### src/rtl/uinst_encode_writer.sv
// uinst_encode_writer: packs one-hot op class / ALU funct / M source / functional
// destination selects into a 49-bit microinstruction, validates them, and writes
// the word into control memory with a strobe held for WRITE_CYCLES cycles.
// Optional feature macro: UINST_ENCODE_WRITER_AUTOINC_EN adds req_next and a
// last-written-address register so consecutive writes can auto-increment.
`timescale 1ns/1ps
module uinst_encode_writer #(
    parameter int ADDR_W       = 14,
    parameter int WRITE_CYCLES = 2
) (
    input  logic              clk,
    input  logic              reset_n,
    input  logic              req_valid,
    output logic              req_ready,
    input  logic [ADDR_W-1:0] req_addr,
    input  logic [48:0]       req_base,
    input  logic [3:0]        req_class,
    input  logic [3:0]        req_funct,
    input  logic [12:0]       req_src,
    input  logic [11:0]       req_dst,
`ifdef UINST_ENCODE_WRITER_AUTOINC_EN
    input  logic              req_next,
`endif
    output logic [ADDR_W-1:0] cram_addr,
    output logic [48:0]       cram_data,
    output logic              cram_we,
    output logic              iwrited,
    output logic              done,
    output logic              err,
    output logic [1:0]        err_code
);

    typedef enum logic [1:0] {IDLE, CHECK, WRITE, DONE} state_t;

    localparam logic [3:0] WC_LAST = 4'(WRITE_CYCLES - 1);

    state_t      state, state_d;
    logic [3:0]  wcnt;
    logic [48:0] base_q;
    logic [3:0]  class_q, funct_q;
    logic [12:0] src_q;
    logic [11:0] dst_q;
    logic [1:0]  code_q;
    logic        err_q;
    logic [48:0] word;
    logic [1:0]  chk_code;
    logic [1:0]  cls_idx, fn_idx;
    logic [2:0]  src_lo_idx, src_hi_idx, pdl_idx;

`ifdef UINST_ENCODE_WRITER_AUTOINC_EN
    logic [ADDR_W-1:0] last_addr;
`endif

    // Bit position of a one-hot 4-bit select (0 when the select is empty).
    function automatic logic [1:0] oh_idx4(input logic [3:0] v);
        oh_idx4 = 2'd0;
        for (int i = 0; i < 4; i++)
            if (v[i]) oh_idx4 = 2'(i);
    endfunction

    // Bit position of a one-hot 8-bit select (0 when the select is empty).
    function automatic logic [2:0] oh_idx8(input logic [7:0] v);
        oh_idx8 = 3'd0;
        for (int i = 0; i < 8; i++)
            if (v[i]) oh_idx8 = 3'(i);
    endfunction

    // True when more than one bit is set.
    function automatic logic multi_hot(input logic [15:0] v);
        return (v & (v - 16'd1)) != 16'd0;
    endfunction

    // Encode the registered selects into the base word and classify errors.
    always_comb begin
        // NOTE: every signal written here gets a default first, so no path
        // leaves it unassigned and no latch is inferred.
        word       = base_q;
        chk_code   = 2'd0;
        cls_idx    = oh_idx4(class_q);
        fn_idx     = oh_idx4(funct_q);
        src_lo_idx = oh_idx8(src_q[7:0]);
        src_hi_idx = oh_idx8({3'b000, src_q[12:8]});
        pdl_idx    = oh_idx8(dst_q[9:2]);

        word[44:43] = cls_idx;
        if (funct_q != 4'd0)
            word[11:10] = fn_idx;

        if (src_q != 13'd0) begin
            word[31] = 1'b1;
            if (src_q[7:0] != 8'd0) begin
                word[29]    = 1'b0;
                word[28:26] = src_lo_idx;
            end else begin
                word[29]    = 1'b1;
                word[28:26] = src_hi_idx;
            end
        end

        if (dst_q != 12'd0) begin
            word[25] = 1'b0;
            if (dst_q[11]) begin
                word[23:22] = 2'b11;
            end else if (dst_q[10]) begin
                word[23:22] = 2'b10;
            end else if (dst_q[1]) begin
                word[23:22] = 2'b00;
                word[21:19] = 3'b010;
            end else if (dst_q[0]) begin
                word[23:22] = 2'b00;
                word[21:19] = 3'b001;
            end else begin
                word[23:22] = 2'b01;
                word[21:19] = pdl_idx;
            end
        end

        if (class_q == 4'd0)
            chk_code = 2'd3;
        else if (multi_hot({12'd0, class_q}) || multi_hot({12'd0, funct_q}) ||
                 multi_hot({3'd0, src_q})    || multi_hot({4'd0, dst_q}))
            chk_code = 2'd1;
        else if (dst_q != 12'd0 && (class_q[1] || class_q[2]))
            chk_code = 2'd2;
    end

    // Next-state logic and state-decoded outputs.
    always_comb begin
        state_d   = state;
        req_ready = (state == IDLE);
        cram_we   = (state == WRITE);
        iwrited   = (state == WRITE);
        done      = (state == DONE) && !err_q;
        err       = (state == DONE) && err_q;
        err_code  = err ? code_q : 2'd0;
        case (state)
            IDLE:    if (req_valid) state_d = CHECK;
            CHECK:   state_d = (chk_code != 2'd0) ? DONE : WRITE;
            WRITE:   if (wcnt == WC_LAST) state_d = DONE;
            default: state_d = IDLE;
        endcase
    end

    // State register.
    always_ff @(posedge clk or negedge reset_n) begin
        // NOTE: sequential state uses non-blocking assignments so every
        // register samples pre-edge values regardless of statement order.
        if (!reset_n) state <= IDLE;
        else          state <= state_d;
    end

    // Request capture, encoded-word register and write-cycle counter.
    always_ff @(posedge clk or negedge reset_n) begin
        // NOTE: the datapath is reset too, so cram_data falls to 0 the moment
        // reset asserts, even in the middle of a write.
        if (!reset_n) begin
            base_q    <= '0;
            class_q   <= '0;
            funct_q   <= '0;
            src_q     <= '0;
            dst_q     <= '0;
            code_q    <= '0;
            err_q     <= 1'b0;
            wcnt      <= '0;
            cram_addr <= '0;
            cram_data <= '0;
`ifdef UINST_ENCODE_WRITER_AUTOINC_EN
            last_addr <= '0;
`endif
        end else begin
            wcnt <= (state == WRITE) ? wcnt + 4'd1 : 4'd0;
            case (state)
                IDLE: if (req_valid) begin
                    base_q  <= req_base;
                    class_q <= req_class;
                    funct_q <= req_funct;
                    src_q   <= req_src;
                    dst_q   <= req_dst;
`ifdef UINST_ENCODE_WRITER_AUTOINC_EN
                    cram_addr <= req_next ? last_addr + ADDR_W'(1) : req_addr;
`else
                    cram_addr <= req_addr;
`endif
                end
                CHECK: begin
                    code_q <= chk_code;
                    err_q  <= (chk_code != 2'd0);
                    if (chk_code == 2'd0) cram_data <= word;
                end
`ifdef UINST_ENCODE_WRITER_AUTOINC_EN
                WRITE: if (wcnt == WC_LAST) last_addr <= cram_addr;
`endif
                default: ;
            endcase
        end
    end

endmodule

### config.mk
export PLATFORM = sky130hd
export DESIGN_NAME = uinst_encode_writer
export DESIGN_NICKNAME = d
export VERILOG_FILES = /design/src/rtl/uinst_encode_writer.sv
export SDC_FILE = /design/constraint.sdc
export NUM_CORES = 1
export LEC_CHECK = 0
export CAP_MARGIN = 20
export CORE_ASPECT_RATIO = 0.8
export CORE_MARGIN = 5
export CORE_UTILIZATION = 59
export CTS_BUF_LIST = sky130_fd_sc_hd__clkbuf_4 sky130_fd_sc_hd__clkbuf_8
export DETAILED_ROUTE_END_ITERATION = 6
export DONT_BUFFER_PORTS = 1
export PLACE_DENSITY = 0.78
export SYNTH_ARGS = -nofsm -noshare
export SYNTH_HDL_FRONTEND = slang
export SYNTH_SLANG_ARGS = --single-unit
### constraint.sdc
create_clock -name clk -period 2.5 [get_ports clk]
set_input_delay 0.5 -clock clk [delete_from_list [all_inputs] [get_ports clk]]
set_output_delay 0.5 -clock clk [all_outputs]
set_load 0.01 [all_outputs]
== Word level (Yosys, flattened, before mapping) ==
Cells that the tools add are included.
Storage, ports and cells
  bits in read-only memories: 0
  flip-flop bits (word level): 154
  word-level logic and storage cells: 94
  latch bits: 0
  RAM bits: 0
  input port bits: 99
  output and inout bits: 70
  memories: 0
Operators by class
  div/mod/pow operators: 0
  reductions and logical operators: 23
  muxes and demuxes: 45
  add/sub/neg operators: 5
  order comparisons: 0
  bitwise gates (word level): 4
  eq/ne operators: 6
  multipliers: 0
  shift operators: 0
Operator list (number)
  $reduce_bool A16 Y1: 4
  $mux W3: 17
  $and A4 B16 Y16: 2
  $mux W2: 13
  $and A12 B16 Y16: 1
  $and A13 B16 Y16: 1
  $mux W4: 4
  $sub A13 B1 Y14 const B: 1
  $reduce_bool A13 Y1: 1
  $sub A12 B1 Y13 const B: 1
  $reduce_bool A12 Y1: 1
  $mux W5: 2
  $sub A4 B1 Y5 const B: 2
  $mux W1: 8
  $reduce_bool A8 Y1: 1
  $pmux W2 S3: 1
  $reduce_and A2 Y1: 3
  $add A4 B1 Y4 const B: 1
  $eq A2 B2 Y1 const B: 2
  $eq A4 B1 Y1 const B: 1
  $logic_not A2 Y1: 2
  $logic_not A4 Y1: 1
  $logic_or A1 B1 Y1: 4
  $reduce_bool A4 Y1: 1
  6 further kinds: 8

== Longest topological paths before layout ==
Gate-level depths: netlist (run 1).
  depth after elaboration: 12
  depth in mapped cells: 8
  gate-level depth less buffers: 7

== Worst setup path after synthesis (run 1) ==
No wires, ideal clock.
  kind: reg2reg
  start: register dst_q[3]
  end: register cram_data[41]
  slack: 0.120 ns
  stages on the path, launching flop included: 8
  setup time: 0.125 ns
  data arrival time: 2.255 ns
  buffers on the path: 1
  data required time: 2.375 ns
  clock period less this slack: 2.380 ns
  cells stage by stage: dfrtp_1 or3_1 a2111oi_2 a211o_1 nand4_2 nor3_4 buf_6 mux2_2
On the way
  cells in the longest elaborated chain, start to end: 8
  elaborated cells on any way between the ends: 11
  those cells by class: 1 x add/sub; 3 x mux; 1 x bitwise; 6 x reduce/logical
Ends and longest elaborated chain
  start, declared: line 42  | logic [11:0] dst_q;
  start signal, assigned: line 178  | dst_q <= req_dst;
  $sub A12 B1 Y13: line 70  | return (v & (v - 16'd1)) != 16'd0;
  $and A12 B16 Y16: line 70
  $reduce_bool A16 Y1: line 70
  $logic_or A1 B1 Y1: line 121  | multi_hot({3'd0, src_q}) || multi_hot({4'd0, dst_q}))
  $mux W2 *: line 120  | else if (multi_hot({12'd0, class_q}) || multi_hot({12'd0, funct_q}) ||
  $mux W2 *: line 118  | if (class_q == 4'd0)
  $logic_not A2 Y1 *: line 188  | if (chk_code == 2'd0) cram_data <= word;
  $reduce_and A2 Y1 (no line) *
  end signal, assigned: line 188
  end, declared: line 25  | output logic [48:0] cram_data,
Every way passes the cells marked *; elsewhere a longest branch is shown, timed or not.
A chain may end at the register's enable or synchronous reset.

== Worst setup path after layout (run 1) ==
  start: register dst_q[4]
  end: register cram_data[6]
The elaborated chain is that of the path after synthesis.

==> parameters.txt, run 1 <==
Parameter                              Value

Pwr
  Leakage component of the power ... 0.003464 µW
  Power Density ... 1157 nW/µm²
  Peak supply drop ... 0.6773 mV

Global routing
  Number of global-route vias before repair ... 4066
  Overall global routing resource usage ... 20.71%
  Maximum number of pins on one net before global-route repair ... 153
  GRT overflow ... 0
  Wire length of the first global-routing pass ... 21.58 mm
  Number of antenna violations at the first check in global routing ... 1

Synthesis
  Synthesized area per cell ... 13.95 µm²
  Number of register bits inferred by synthesis ... 152
  Sequential-to-total area share from yosys stat ... 58.89%
  Mapped Area ... 6459 µm²
  Post-synth EDFFs ... 0
  Leading cell types by count after synthesis ... dfrtp_1 (152), mux2_2 (129), nor2_1 (25), inv_1 (15), a21oi_1 (14)
  Gate count of the mapped netlist ... 463
  Post-Synthesis Net Count ... 569
  Most common cell in the synthesized netlist ... dfrtp_1
  Top cells by area in the synthesized netlist ... dfrtp_1 (59%), mux2_2 (22%), mux2_1 (2.1%), nor2_1 (1.5%), ha_1 (1.4%)
  Top cell type's share of synthesized area ... 58.89%
  Most common flop cell mapped by yosys ... dfrtp_1
  Fraction of registers with async set/reset ... 100.0%
  Library cells used by synthesis ... 48
  Ys Warns ... 0
  Cell type with the largest total area after synthesis ... dfrtp_1

STA
  Final min period ... 2.515 ns
  Final-report hold violation count ... 152
  Slack of the critical path ... -0.01549 ns
  Transition at the pin with the smallest max-transition slack ... 0.6495 ns
  Total Negative Setup Slacks ... -0.03287 ns
  Setup repair after global routing missed its margin ... yes
  Achievable Freq ... 397.5 MHz
  Largest clock skew in the final design ... 0.01158 ns
  Setup violations, final ... 5
  Pins over their slew limit ... 0
  Period utilization ... 100.6%
  Worst rel slew slack ... 56.13%
  Hold slack final ... -0.2459 ns

Critical path
  Library cell contributing the largest single delay on the critical path ... or3_4
  CP bufs+invs ... 2
  Worst reg-to-reg setup slack ... -0.02 ns
  Critical path data arrival time ... 2.84 ns
  Endpoint kind of the worst setup timing path ... flop
  Category of the most critical setup path ... flop to flop
  Reg-to-Reg Start ... dst_q[4]$_DFFE_PN0P_
  Depth of the most critical reg-to-reg path ... 8
  Highest net fanout along the worst path ... 11
  Worst reg2reg path endpoint ... cram_data[6]$_DFFE_PN0P_
  Highest cell delay on the worst timing path ... 0.43 ns
  List of cells traversed by the critical path ... or3_4, a2111oi_4, a211o_1, nand4_4, nor3_4, buf_6, clkbuf_16, mux2_2
  Crit start category ... flop
  Largest delay contributor family on the critical path ... simple AND/OR/NAND/NOR gates
  Data required time at the worst endpoint ... 2.82 ns

Drt
  Total Wirelength ... 14.02 mm
  Length of routed met3 wiring ... 1.080 mm
  Post-DR vias/cell ... 5.801
  WL met1 ... 5.774 mm
  Remaining antenna violation count ... 0
  Violation count after the first detailed-routing iteration ... 259
  # DRC ... 0
  Highest routing layer actually used ... met5
  DR vias ... 3852
  Mean routed wirelength per cell ... 21.12 µm
  Met2 wire len ... 7.066 mm
  TritonRoute pass-1 iters ... 5

Floorplan
  Floorplan core area ... 10810 µm²
  Number of standard-cell rows in the floorplan ... 34
  Starting Density ... 59.77%
  IO Count ... 169
  Die Footprint ... 13150 µm²
  X dimension of the die ... 127.0 µm
  Die Y ... 103.6 µm

CTS
  H-tree levels ... 4
  Clock buffers created by TritonCTS ... 17
  Clock tree root driver cell ... clkbuf_8
  Largest buffer count on any clock path ... 2
  CTS tree ... done
  Worst-skew pair later-pin latency ... 0.43 ns
  Clock sink count ... 152
  Clock-pin slew of the registers on the worst-case setup and hold paths ... 0.08 ns

Finish
  Diode insertion count for antenna repair ... 0
  Post-synthesis to final-layout area growth ... 17.38%
  Share of final-layout standard cells stronger than drive strength 1 ... 44.23%
  Net count reported at finish ... 613
  Fin area ... 7581 µm²
  Final Core Density ... 70.16%

Run
  Number of max-cap violations ... 0

Place
  Final weighted congestion of routability-driven global placement ... 0.8443
  HPWL reported at the end of detailed placement ... 9.424 mm
  Buffers added on ports ... 0
  Post-DP Area ... 6853 µm²

Outcome
  Result of the run ... finished with violations
  Violated checks ... hold timing, setup timing

Hold path
  Hold crit path type ... primary input to async pin
==> cells by family after synthesis <==
logic type,count (synthesis),share of synthesized area (%)
XOR/XNOR,2,0.2713
AO/OA/AOI/OAI,52,5.366
buffers and inverters,33,2.557
flip-flops,152,58.89
multiplexers,144,25.05
AND/OR/NAND/NOR,70,6.044
adder cells (fa/ha/maj),10,1.821
==> sequential cells by signal, indices dropped and copies added, names as in the netlist <==
signal and flops:
state 2, base_q 47, src_q 13, cram_data 49, dst_q 12, cram_addr 14
funct_q 4, code_q 2, class_q 4, wcnt 4, err_q 1
==> worst max-delay path by stage <==
stage,startpoint,end,slack (ns),cells after the start
after floorplan,dst_q[3]$_DFFE_PN0P_,cram_data[41]$_DFFE_PN0P_,0.12,7
after global placement,src_q[4]$_DFFE_PN0P_,cram_data[37]$_DFFE_PN0P_,-0.03,8
after detailed placement,funct_q[0]$_DFFE_PN0P_,cram_data[45]$_DFFE_PN0P_,-0.06,8
after CTS,dst_q[6]$_DFFE_PN0P_,cram_data[36]$_DFFE_PN0P_,0.001,8
after global routing,dst_q[4]$_DFFE_PN0P_,cram_data[28]$_DFFE_PN0P_,-0.1,8
final,dst_q[4]$_DFFE_PN0P_,cram_data[6]$_DFFE_PN0P_,-0.02,8
==> repair_timing <==
action | CTS | global route
resized for setup | 6 | 41
endpoints found under the setup margin | 46 | 46
cloned | 0 | 2
setup buffers | 2 | 2
pin swaps | 2 | 6
endpoints found under the hold margin | 152 | 152
==> per-layer routing <==
metal	track usage [%]	vias to the layer above
li1	-	1745
met1	26.46	1973
met2	32.33	120
met3	9.877	12
met4	4.594	2
met5	0	-
==> report_power, final <==
group          leakage (µW)  switching, µW  total (µW)  internal (µW)
Sequential          0.00190            680        3960           3280
Combinational       0.00134           1200        2750           1550
Clock              0.000218            920        2060           1140
Total               0.00346           2800        8770           5970
==> cells in the final DEF, fill, tap and decap left out, types with 3 or more instances in the layout <==
cell type / Yosys / final
clkinvlp_4: 0 / 3
nor4_2: 2 / 3
nor3_1: 7 / 4
clkinv_4: 0 / 3
a211o_1: 3 / 3
mux2_4: 0 / 30
maj3_1: 3 / 3
nor2_1: 25 / 24
ha_1: 7 / 7
nand3_1: 3 / 3
buf_12: 0 / 3
mux2_1: 12 / 5
bufinv_16: 0 / 4
nand2_1: 6 / 5
mux2_2: 129 / 106
and3_1: 3 / 3
a21oi_1: 14 / 14
and2_1: 4 / 4
nor2b_1: 4 / 4
mux2i_1: 3 / 3
clkbuf_8: 0 / 18
buf_4: 1 / 36
inv_1: 15 / 15
o21ai_0: 12 / 10
dfrtp_1: 152 / 152
==> metrics by stage <==
step | setup slack [ns] | total power, µW | std cells
after floorplan | 0.1205 | 5687 | 463
after global placement | -0.03432 | 6428 | 626
after detailed placement | -0.06457 | 6606 | 626
after CTS | 0.001125 | 8715 | 660
after global routing | -0.09716 | 9334 | 664
final | -0.01549 | 8770 | 664
==> cell type report <==
type,count,area (µm²)
clock buffers,19,255.2
flip-flops and latches,152,3804
clock inverters,13,193.9
multi-input cells,278,2689
inverters,15,56.30
repair buffers,43,402.9
fillers,753,3224
well taps,144,180.2
No activity file was read; power rests on OpenSTA's default activity.
==> run 2: changes to the inputs <==
CORE_MARGIN = 1.5   (was 5)
==> run 2 against run 1 <==
Net effect: the run still ends with hold timing, setup timing left; count of clock-buffer cells in the layout shrank 1; flip-flop and latch count did not move; sequential share of layout area is 0.63 points lower; hold slack gained 0.0024 ns; design area up 1.3%; clock power is 10% lower; critical path depth unchanged; maximum frequency decreased by 0.38%; power shrank 1.3%; wire length rose by 1.7%; highest routed layer is now met4.
==> parameters.txt, run 2 (synthesis gave the netlist of run 1 again) <==
Parameter                              Value

Outcome
  Result of the run ... finished with violations
  Violated checks ... hold timing, setup timing

Global routing
  Wire length of the first global-routing pass ... 20.69 mm (-4.2%)
  Overall global routing resource usage ... 23.48% (+2.8 points)
  Number of global-route vias before repair ... 4017 (-1.2%)
  Number of antenna violations at the first check in global routing ... 1 (unchanged)
  GRT overflow ... 0 (unchanged)
  Maximum number of pins on one net before global-route repair ... 153 (unchanged)

Floorplan
  Number of standard-cell rows in the floorplan ... 33 (-2.9%)
  Die Footprint ... 11590 µm² (-12%)
  Starting Density ... 61.83% (+2.1 points)
  IO Count ... 169 (unchanged)
  X dimension of the die ... 120.0 µm (-5.5%)
  Die Y ... 96.58 µm (-6.8%)
  Floorplan core area ... 10450 µm² (-3.3%)

Pwr
  Fraction of power consumed by sequential logic ... 46.1% (+0.9 points)
  Combinational group share of total power ... 32.5% (+1.1 points)
  Power Internal ... 5710 µW (-4.3%)
  Leakage component of the power ... 0.003507 µW (+1.2%)
  Net switching fraction of the power ... 34.00% (+2.0 points)
  Power Density ... 1127 nW/µm² (-2.6%)
  Peak supply drop ... 0.6175 mV (-8.8%)
  Share of total power in the clock network ... 21.4% (-2.1 points)
  Sw power ... 2942 µW (+4.9%)

Drt
  Violation count after the first detailed-routing iteration ... 270 (+4.2%)
  # DRC ... 0 (unchanged)
  TritonRoute pass-1 iters ... 4 (-1)
  Total Wirelength ... 14.26 mm (+1.7%)
  DR vias ... 3991 (+3.6%)
  Mean routed wirelength per cell ... 21.32 µm (+0.94%)
  Remaining antenna violation count ... 0 (unchanged)
  Post-DR vias/cell ... 5.966 (+2.8%)

Run
  Number of max-cap violations ... 0 (unchanged)

CTS
  Largest buffer count on any clock path ... 2 (unchanged)
  Worst-skew pair later-pin latency ... 0.44 ns (about the same)
  Clock-pin slew of the registers on the worst-case setup and hold paths ... 0.09 ns (about the same)
  Clock buffers created by TritonCTS ... 17 (unchanged)
  CTS tree ... done
  H-tree levels ... 4 (unchanged)
  Clock sink count ... 152 (unchanged)
  Clock tree root driver cell ... clkbuf_8

Place
  Buffers added on ports ... 0 (unchanged)
  Final weighted congestion of routability-driven global placement ... 0.8689 (+2.9%)
  Post-DP Area ... 6875 µm² (+0.33%)
  HPWL reported at the end of detailed placement ... 9.036 mm (-4.1%)

STA
  Final-report hold violation count ... 152 (unchanged)
  Worst rel slew slack ... 56.82% (+0.69 points)
  Largest clock skew in the final design ... 0.01230 ns (+0.0007192 ns)
  Slack of the critical path ... -0.02508 ns (-0.009586 ns)
  Final min period ... 2.525 ns (+0.009586 ns)
  Period utilization ... 101.0% (+0.38 points)
  Achievable Freq ... 396.0 MHz (-0.38%)
  Pins over their slew limit ... 0 (unchanged)
  Setup repair after global routing missed its margin ... yes
  Transition at the pin with the smallest max-transition slack ... 0.6394 ns (-0.01017 ns)
  Hold slack final ... -0.2435 ns (+0.002393 ns)
  Setup violations, final ... 13 (+8)

Finish
  Register cell area after layout ... 3804 µm² (unchanged)
  Final Core Density ... 73.49% (+3.3 points)
  Area taken by multi-input logic gates ... 2715 µm² (+0.98%)
  Share of final-layout standard cells stronger than drive strength 1 ... 46.02% (+1.8 points)
  Leading cell type in the layout, fill and taps excluded ... dfrtp_1
  Post-synthesis to final-layout area growth ... 18.87%
  Largest register by flop count ... cram_data
  Commonest cells after routing, fill and taps aside ... dfrtp_1 (152), mux2_2 (103), buf_4 (39), mux2_4 (38), nor2_1 (25)
  Net count reported at finish ... 621 (+1.3%)
  Filler cells ... 706 (-6.2%)
  Flip-flop count of the largest register, all copies and words added ... 49 (unchanged)
  Fin area ... 7677 µm² (+1.3%)
  Largest registers ... cram_data: 49 flops, base_q: 47 flops, cram_addr: 14 flops

Critical path
  Critical path data arrival time ... 2.84 ns (about the same)
  Endpoint kind of the worst setup timing path ... flop
  Highest net fanout along the worst path ... 7 (-4)
  Category of the most critical setup path ... flop to flop
  Data required time at the worst endpoint ... 2.82 ns (about the same)
  Crit start category ... flop
  Depth of the most critical reg-to-reg path ... 8 (unchanged)

Hold path
  Hold crit path type ... primary input to async pin
run 2: area by class of cell:
type	count	share of cell area (%)
inverter	15	0.7334
clock buffer	18	3.227
sequential	152	49.54
timing repair buffer	51	6.780
tap	140	2.282
antenna	1	0.03259
multi-input combinational	278	35.37
clock inverter	14	2.037
run 2: metrics by stage:
step	power, µW	worst slack, ns	cells	TNS [ns]
after floorplan	5687	0.1205	463	0
after global placement	6431	-0.06955	624	-2.327
after detailed placement	6626	-0.07517	624	-2.189
after CTS	8536	0.01765	659	0
after global routing	9153	-0.08167	668	-2.234
final	8652	-0.02508	669	-0.1769
run 2: power groups by stage:
| stage | combinational, µW | sequential (µW) | clock [µW] |
|---|---|---|---|
| 6_report | 2810 | 3990 | 1850 |
| 5_1_grt | 3060 | 4090 | 2000 |
| 4_1_cts | 2710 | 3940 | 1890 |
| 3_5_place_dp | 2650 | 3980 | 0 |
| 3_3_place_gp | 2530 | 3910 | 0 |
| 2_1_floorplan | 1830 | 3860 | 0 |
run 2: worst paths after layout:
path	start	to	slack, ns
max	dst_q[1]$_DFFE_PN0P_	cram_data[42]$_DFFE_PN0P_	-0.03
min	reset_n	src_q[0]$_DFFE_PN0P_	-0.24
max reg2reg	dst_q[1]$_DFFE_PN0P_	cram_data[42]$_DFFE_PN0P_	-0.03
min reg2reg	code_q[1]$_DFFE_PN0N_	code_q[1]$_DFFE_PN0N_	0.49
max in group asynchronous	reset_n	dst_q[7]$_DFFE_PN0P_	2.43
min in group clk	req_addr[12]	cram_addr[12]$_DFFE_PN0P_	0.20
run 2: worst max-delay path, cell delays in order, from the launching register on:
cell	delay [ns]
dfrtp_1	0.43
or3_4	0.45
a2111oi_4	0.28
a211o_1	0.20
nand4_4	0.11
nor3_4	0.25
buf_6	0.19
clkbuf_16	0.18
mux2_4	0.30
run 2: layer usage:
layer / vias up / wire length, µm / GRT usage, %
met3: 19 / 1170 / 9.800
met4: 0 / 181 / 8.036
met2: 139 / 7026 / 39.19
met1: 2055 / 5884 / 27.86
li1: 1778 / - / -
met5: - / 0 / 0
run 2: timing repair:
action                                  4_1_cts  5_1_grt
gates resized for setup                       7       50
hold endpoints to repair                    152      152
gates cloned                                  1        4
setup buffers                                 2        5
pin swaps                                     1        4
endpoints found under the setup margin       46       46
